`src/rtl/sram_r1_w1_arbiter.sv`:
```
// Two-client round-robin arbiter in front of a 1R/1W synchronous SRAM.
// Read and write ports are arbitrated independently; same-address read/write collisions are resolved write-first.
module sram_r1_w1_arbiter #(
    parameter int WIDTH    = 8,
    parameter int DEPTH    = 64,
    parameter int LG_DEPTH = 6
) (
    input  logic                clk,
    input  logic                reset,

    input  logic                io_rreq_valid_0,
    input  logic [LG_DEPTH-1:0] io_rreq_addr_0,
    output logic                io_rreq_ready_0,
    output logic                io_rresp_valid_0,
    output logic [WIDTH-1:0]    io_rresp_data_0,
    input  logic                io_wreq_valid_0,
    input  logic [LG_DEPTH-1:0] io_wreq_addr_0,
    input  logic [WIDTH-1:0]    io_wreq_data_0,
    output logic                io_wreq_ready_0,

    input  logic                io_rreq_valid_1,
    input  logic [LG_DEPTH-1:0] io_rreq_addr_1,
    output logic                io_rreq_ready_1,
    output logic                io_rresp_valid_1,
    output logic [WIDTH-1:0]    io_rresp_data_1,
    input  logic                io_wreq_valid_1,
    input  logic [LG_DEPTH-1:0] io_wreq_addr_1,
    input  logic [WIDTH-1:0]    io_wreq_data_1,
    output logic                io_wreq_ready_1,

    output logic [LG_DEPTH-1:0] io_sram_addrR,
    input  logic [WIDTH-1:0]    io_sram_doutR,
    output logic [LG_DEPTH-1:0] io_sram_addrW,
    output logic [WIDTH-1:0]    io_sram_dinW,
    output logic                io_sram_weW
);

    if (DEPTH > (1 << LG_DEPTH)) begin : g_depthCheck
        $error("DEPTH does not fit in LG_DEPTH address bits");
    end

    logic                w_rdGnt0;
    logic                w_rdGnt1;
    logic                w_wrGnt0;
    logic                w_wrGnt1;
    logic                w_rdAny;
    logic                w_wrAny;
    logic                w_bypass;
    logic [WIDTH-1:0]    w_respData;

    logic                r_rrLastRd;
    logic                r_rrLastWr;
    logic                r_rdPend;
    logic                r_rdWho;
    logic                r_bypEn;
    logic [WIDTH-1:0]    r_bypData;

    // Grants depend only on current valids and the registered priority bit; reset blocks every grant.
    always_comb begin
        w_rdGnt0 = !reset && io_rreq_valid_0 && (!io_rreq_valid_1 || r_rrLastRd);
        w_rdGnt1 = !reset && io_rreq_valid_1 && (!io_rreq_valid_0 || !r_rrLastRd);
        w_wrGnt0 = !reset && io_wreq_valid_0 && (!io_wreq_valid_1 || r_rrLastWr);
        w_wrGnt1 = !reset && io_wreq_valid_1 && (!io_wreq_valid_0 || !r_rrLastWr);
        w_rdAny  = w_rdGnt0 || w_rdGnt1;
        w_wrAny  = w_wrGnt0 || w_wrGnt1;
    end

    assign io_rreq_ready_0 = w_rdGnt0;
    assign io_rreq_ready_1 = w_rdGnt1;
    assign io_wreq_ready_0 = w_wrGnt0;
    assign io_wreq_ready_1 = w_wrGnt1;

    assign io_sram_addrR = w_rdGnt1 ? io_rreq_addr_1 : io_rreq_addr_0;
    assign io_sram_addrW = w_wrGnt1 ? io_wreq_addr_1 : io_wreq_addr_0;
    assign io_sram_dinW  = w_wrGnt1 ? io_wreq_data_1 : io_wreq_data_0;
    assign io_sram_weW   = w_wrAny;

    // The RAM would return stale data on a same-cycle collision, so capture the write data instead.
    assign w_bypass = w_rdAny && w_wrAny && (io_sram_addrR == io_sram_addrW);

    always_ff @(posedge clk) begin
        if (reset) begin
            r_rrLastRd <= 1'b1;
            r_rrLastWr <= 1'b1;
            r_rdPend   <= 1'b0;
            r_rdWho    <= 1'b0;
            r_bypEn    <= 1'b0;
            r_bypData  <= '0;
        end else begin
            if (w_rdAny) begin
                r_rrLastRd <= w_rdGnt1;
            end
            if (w_wrAny) begin
                r_rrLastWr <= w_wrGnt1;
            end
            r_rdPend <= w_rdAny;
            r_rdWho  <= w_rdGnt1;
            r_bypEn  <= w_bypass;
            if (w_bypass) begin
                r_bypData <= io_sram_dinW;
            end
        end
    end

    // A pending response is suppressed while reset is high, so an in-flight read is silently dropped.
    assign w_respData       = r_bypEn ? r_bypData : io_sram_doutR;
    assign io_rresp_valid_0 = !reset && r_rdPend && !r_rdWho;
    assign io_rresp_valid_1 = !reset && r_rdPend && r_rdWho;
    assign io_rresp_data_0  = w_respData;
    assign io_rresp_data_1  = w_respData;

endmodule

```
`config.mk`:
```
export PLATFORM = sky130hd
export DESIGN_NAME = sram_r1_w1_arbiter
export DESIGN_NICKNAME = d
export VERILOG_FILES = /design/src/rtl/sram_r1_w1_arbiter.sv
export SDC_FILE = /design/constraint.sdc
export NUM_CORES = 1
export LEC_CHECK = 0
export ABC_AREA = 1
export ABC_CLOCK_PERIOD_IN_PS = 1300
export CORE_ASPECT_RATIO = 0.7
export CORE_MARGIN = 2
export CORE_UTILIZATION = 32
export CTS_CLUSTER_SIZE = 10
export DETAILED_ROUTE_END_ITERATION = 8
export PLACE_DENSITY = 0.76
export SLEW_MARGIN = 5
export SYNTH_ARGS = -nofsm -noshare
export SYNTH_HDL_FRONTEND = slang
export SYNTH_SLANG_ARGS = --single-unit
export TNS_END_PERCENT = 50
```
`constraint.sdc`:
```
create_clock -name clk -period 1.3 [get_ports clk]
set_input_delay 0.195 -clock clk [delete_from_list [all_inputs] [get_ports clk]]
set_output_delay 0.195 -clock clk [all_outputs]
set_load 0.01 [all_outputs]
```
# Yosys cells after proc, flatten, opt, wreduce, memory -nomap -nowiden
# Index checks and enable logic that the tools add are counted.
[word_totals]
latch_bits = 0
inputBits = 54
mem_bits_rw = 0
memories = 0
regBits = 13
romBits = 0
word_cells = 38
[classes]
eq_ne = 1
reduce_logical = 27
mul = 0
mux = 4
order_cmp = 0
div = 0
bitwise_logic = 0
n_addsub = 0
shift = 0
[op_table]
columns = ["operator", "count"]
rows = [
  ["8-bit two-way mux", 2],
  ["1-bit logical AND", 13],
  ["6-bit two-way mux", 2],
  ["1-bit logical NOT", 8],
  ["6-bit == test", 1],
  ["1-bit logical OR", 6],
]

# Depth between registers and ports, before layout
[depth]
ltp_word = 6
ltp_mapped = 13
ltp_nobuf = 12

# Worst setup path after synthesis
# OpenSTA, ideal clock, no wires.
[synth_path]
path_kind = "reg2reg"
startpoint = "register r_rrLastWr"
endpoint = "register r_bypData[0]"
path_slack_ns = -0.227
stages_incl_launch_ff = 13
setup_ns = 0.113
arrival_time_ns = 1.415
path_cell_list = "dfxtp_1 nand2_4 nand3_2 inv_1 buf_2 nand2_1 nand2_1 nand2_1 nand3_1 nor2_2 nand3_1 nand2_1 nor2_1"
[synth_via]
elab_chain_len = 6
elab_cells_between_ends = 11
cone_classes = "1 x eq/ne; 2 x mux; 8 x reduce/logical"
[synth_rtl]
columns = ["item", "line_no", "text"]
rows = [
  ["start: declaration", "52", "logic r_rrLastWr;"],
  ["start signal: assignment", "94", "r_rrLastWr <= w_wrGnt1;"],
  ["1-bit logical NOT", "63", "w_wrGnt1 = !reset && io_wreq_valid_1 && (!io_wreq_valid_0 || !r_rrLastWr);"],
  ["1-bit logical OR", "63", ""],
  ["1-bit logical AND", "63", ""],
  ["named net io_wreq_ready_1", "29", "output logic io_wreq_ready_1,"],
  ["6-bit two-way mux", "74", "assign io_sram_addrW = w_wrGnt1 ? io_wreq_addr_1 : io_wreq_addr_0;"],
  ["named net io_sram_addrW[3]", "33", "output logic [LG_DEPTH-1:0] io_sram_addrW,"],
  ["6-bit == test", "79", "assign w_bypass = w_rdAny && w_wrAny && (io_sram_addrR == io_sram_addrW);"],
  ["1-bit logical AND", "79", ""],
  ["end signal: assignment", "100", "r_bypData <= io_sram_dinW;"],
  ["end: declaration", "56", "logic [WIDTH-1:0] r_bypData;"],
]
# The timed path passes the listed nets, and every way through them passes these cells.
# A chain may end at the register's enable or synchronous reset.

# Worst setup path in the final report
[layout_path]
startpoint = "register r_rrLastWr"
endpoint = "register r_bypData[0]"
[layout_via]
elab_chain_len = 6
elab_cells_between_ends = 11
cone_classes = "1 x eq/ne; 2 x mux; 8 x reduce/logical"
[layout_rtl]
columns = ["item", "line_no"]
rows = [
  ["1-bit logical NOT", "63"],
  ["1-bit logical OR", "63"],
  ["1-bit logical AND", "63"],
  ["6-bit two-way mux / 1-bit logical OR (equally long branches)", "74, 65"],
  ["6-bit == test / 1-bit logical AND (equally long branches)", "79"],
  ["1-bit logical AND", "79"],
]
# Parallel ways exist; a longest one is shown, timed or not.

==> impl_metrics.py <==
metrics = {
    "floorplanning": {
        "initial_utilization_pct": 33.9,
        "dieArea_mm2": 0.00475,
        "io_pins": 97,
        "std_cell_rows": 19,
        "die_h_um": 58.3,
        "coreArea_mm2": 0.00397,
        "die_x_um": 81.6,
    },
    "clock_network": {
        "cts_sinks": 13,
        "cts_made_buffers": 3,
        "worstSkewPairLatency_ns": 0.25,
        "root_buffer": "clkbuf_8",
        "cts_hold_buf": 0,
        "cts_max_level": 1,
        "cts_tree": "built",
        "clkTransAtPathRegs_ns": 0.06,
        "cts_max_path_buffers": 2,
    },
    "logic_synthesis": {
        "synth_area_leader_cell": "dfxtp_1",
        "ys_seq_area_share_pct": 19.3,
        "synth-seq-cells": 13,
        "syn_area_mm2": 0.00135,
        "synth_cells": 229,
        "ys_warn_count": 0,
        "synth_ff_type": "dfxtp_1",
        "yosys.cell_count.top_type": "nand2_1",
        "syn_area_per_cell_um2": 5.88,
        "syn-num-nets": 283,
        "async_reset_ff_share_pct": 0,
        "synth_cell_types": 24,
        "synth-edff-count": 0,
        "synth_common_cells": "nand2_1, inv_1, nor2_1, nand3_1, dfxtp_1",
        "yosys-top-cells-area": "dfxtp_1, nand2_1, inv_1, nand3_1, mux2_2",
        "synth_top_area_share_pct": 19.3,
    },
    "run_status": {
        "status": "finished, violations left",
        "failed_checks": "setup timing",
    },
    "timing": {
        "timing.final.ws_setup_ns": -0.423,
        "tightest_slew_ns": 0.183,
        "min_period_ns": 1.72,
        "rsz0062_at_grt": "yes",
        "relSlewSlack_pct": 87.8,
        "clock-skew-final_ns": 0.00213,
        "finalHoldViolCount": 0,
        "fin_crit_sh_pct": 133,
        "fmax_mhz": 580,
        "timing.hold.ws_ns": 0.467,
        "setup_viol": 48,
        "slew_viol_final": 0,
    },
    "critical_path": {
        "crit_fanout": 8,
        "endpoint_kind": "flip-flop",
        "crit_type": "reg2reg",
        "critPathBufInv": 4,
        "slowest_stage": "dfxtp_2",
        "worstPathCellList": "nand2_4 > nand3_4 > buf_12 > buf_8 > nand2_2 > nand2_2 > nand2_2 > nand2_4 > inv_2 > nand2_2 > nor2_4 > buf_12 > nand3_2 > nand2_1 > nor2_1",
        "cp_common_cell": "nand2_2",
        "critPathRequiredTime_ns": 1.45,
        "start_kind": "flip-flop",
        "max_stage_delay_ns": 0.33,
        "cp_top_family": "simple AND/OR/NAND/NOR gates",
        "worstPathArrival_ns": 1.87,
    },
    "detailed_routing": {
        "drt_first_pass_iters": 4,
        "top_layer": "met4",
        "dr_wl_met2_um": 3170,
        "initialDrtViolationCount": 108,
        "wl_met1_um": 2470,
        "avgViaCountPerCell": 4.84,
        "wl_um": 6200,
        "ant_nets": 0,
        "post-route-drc-count": 0,
        "num_vias": 2003,
        "wl_met3_um": 423,
        "wl_per_cell_um": 15.0,
    },
    "global_route": {
        "antenna_found_initial": 0,
        "grtUsageTotal_pct": 22.7,
        "grt_max_degree": 11,
        "grt_pass1_vias": 1777,
        "grt_pass1_wl_um": 8240,
        "overflow": 0,
    },
    "job": {
        "cap_violations": 0,
    },
    "final_layout": {
        "drive_above_1_share_pct": 54.4,
        "multi_input_area_mm2": 0.00117,
        "diodes": 0,
        "nets": 417,
        "syn2layout_area_growth_pct": 125,
        "fill_cells": 291,
        "seqCellArea_um2": 264,
        "final_area_mm2": 0.00303,
    },
    "pwr": {
        "swShare_pct": 36.2,
        "combPwrFrac_pct": 57.6,
        "internal_power_w": 0.00120,
        "power.leakage_nw": 1.54,
        "fin_total_pwr_w": 0.00188,
        "p_per_area_mw_per_mm2": 622,
        "switchingPower_w": 0.000681,
        "clkPwrFrac_pct": 19.9,
        "seqPwrFrac_pct": 22.6,
        "ir_drop_mv": 0.372,
    },
    "placement": {
        "place_hpwl_um": 3730,
        "dp_slack_ns": -0.904,
        "io_buffers": 96,
        "place_congestion": 0.777,
        "placed_cell_area_mm2": 0.00256,
    },
    "min_path": {
        "worst_hold_path_type": "reg2reg",
    },
}
[repair_timing]
action,in CTS,in global routing
pin swaps,18,19
gates cloned,3,0
setup endpoints to repair,53,52
setup buffers,15,6
resized for setup,241,52
[worst paths after layout]
kind / start / end / slack (ns) / cells after the start
worst min-delay path: r_bypData[7] / r_bypData[7] / 0.47 / 2
worst max-delay path: r_rrLastWr / r_bypData[0] / -0.42 / 15
worst min register to register: r_bypData[7] / r_bypData[7] / 0.47 / 2
worst max register to register: r_rrLastWr / r_bypData[0] / -0.42 / 15
[power by group through the flow]
stage               combinational, W  sequential [W]  clock [W]
finish                       0.00108        0.000425   0.000374
global route                 0.00116        0.000426   0.000394
CTS                         0.000932        0.000424   0.000368
detailed placement          0.000852        0.000433          0
global placement            0.000844        0.000432          0
floorplan                   0.000406        0.000431          0
[area by class of cell]
type | instances | area share (%)
repair buffers | 143 | 43.8
clock buffers | 4 | 1.49
inverters | 41 | 5.25
flip-flops and latches | 13 | 8.73
multi-input cells | 161 | 38.6
well taps | 52 | 2.15
[state kept, by name (all words and copies together), names as in the netlist]
signal      count
r_bypEn         1
r_rdWho         1
r_rdPend        1
r_bypData       8
r_rrLastRd      1
r_rrLastWr      1
[per-layer routing]
layer | vias to the layer above | global-route usage (%)
met5 | - | 0
met4 | 0 | 5.81
met3 | 16 | 3.68
met2 | 78 | 39.0
met1 | 938 | 29.9
li1 | 971 | -
[cell families after synthesis]
family | share of synthesized area (%)
multiplexers | 6.69
AND/OR/NAND/NOR | 48.7
buffers and inverters | 20.2
AO/OA/AOI/OAI | 5.01
flip-flops | 19.3
[layout by cell type (no fill, tap or decap), types with 2 or more instances in the layout]
cell	instances
o21ai_2	6
a31oi_1	2
nand3_4	3
nand3_1	9
buf_4	29
nor2_1	19
inv_4	2
buf_12	5
dfxtp_1	10
nand3_2	10
inv_2	8
nand2_1	33
buf_6	31
clkdlybuf4s50_1	48
o21ai_4	3
nor2_4	4
nand2_2	28
nor2_2	3
buf_2	24
clkbuf_8	3
dlygate4sd2_1	3
mux2_2	5
or2_4	8
nand4_1	7
dfxtp_2	3
nand2_4	14
inv_1	31
mux2_4	3
[tightest hold or removal path, cell delays in order (launching register included)]
cell and delay, ns:
dfxtp_1 0.32, nor2_1 0.05, nor2_1 0.06
[per-stage QoR]
stage | TNS (ns) | cells | utilization (%)
after global routing | -11.64 | 414 | 76.2
after global placement | -31.27 | 387 | 64.5
after detailed placement | -31.88 | 387 | 64.5
after floorplan | -1.31 | 229 | -
final | -9.19 | 414 | 76.2
after CTS | -8.32 | 409 | 70.0
(Power assumes the default switching activity.)
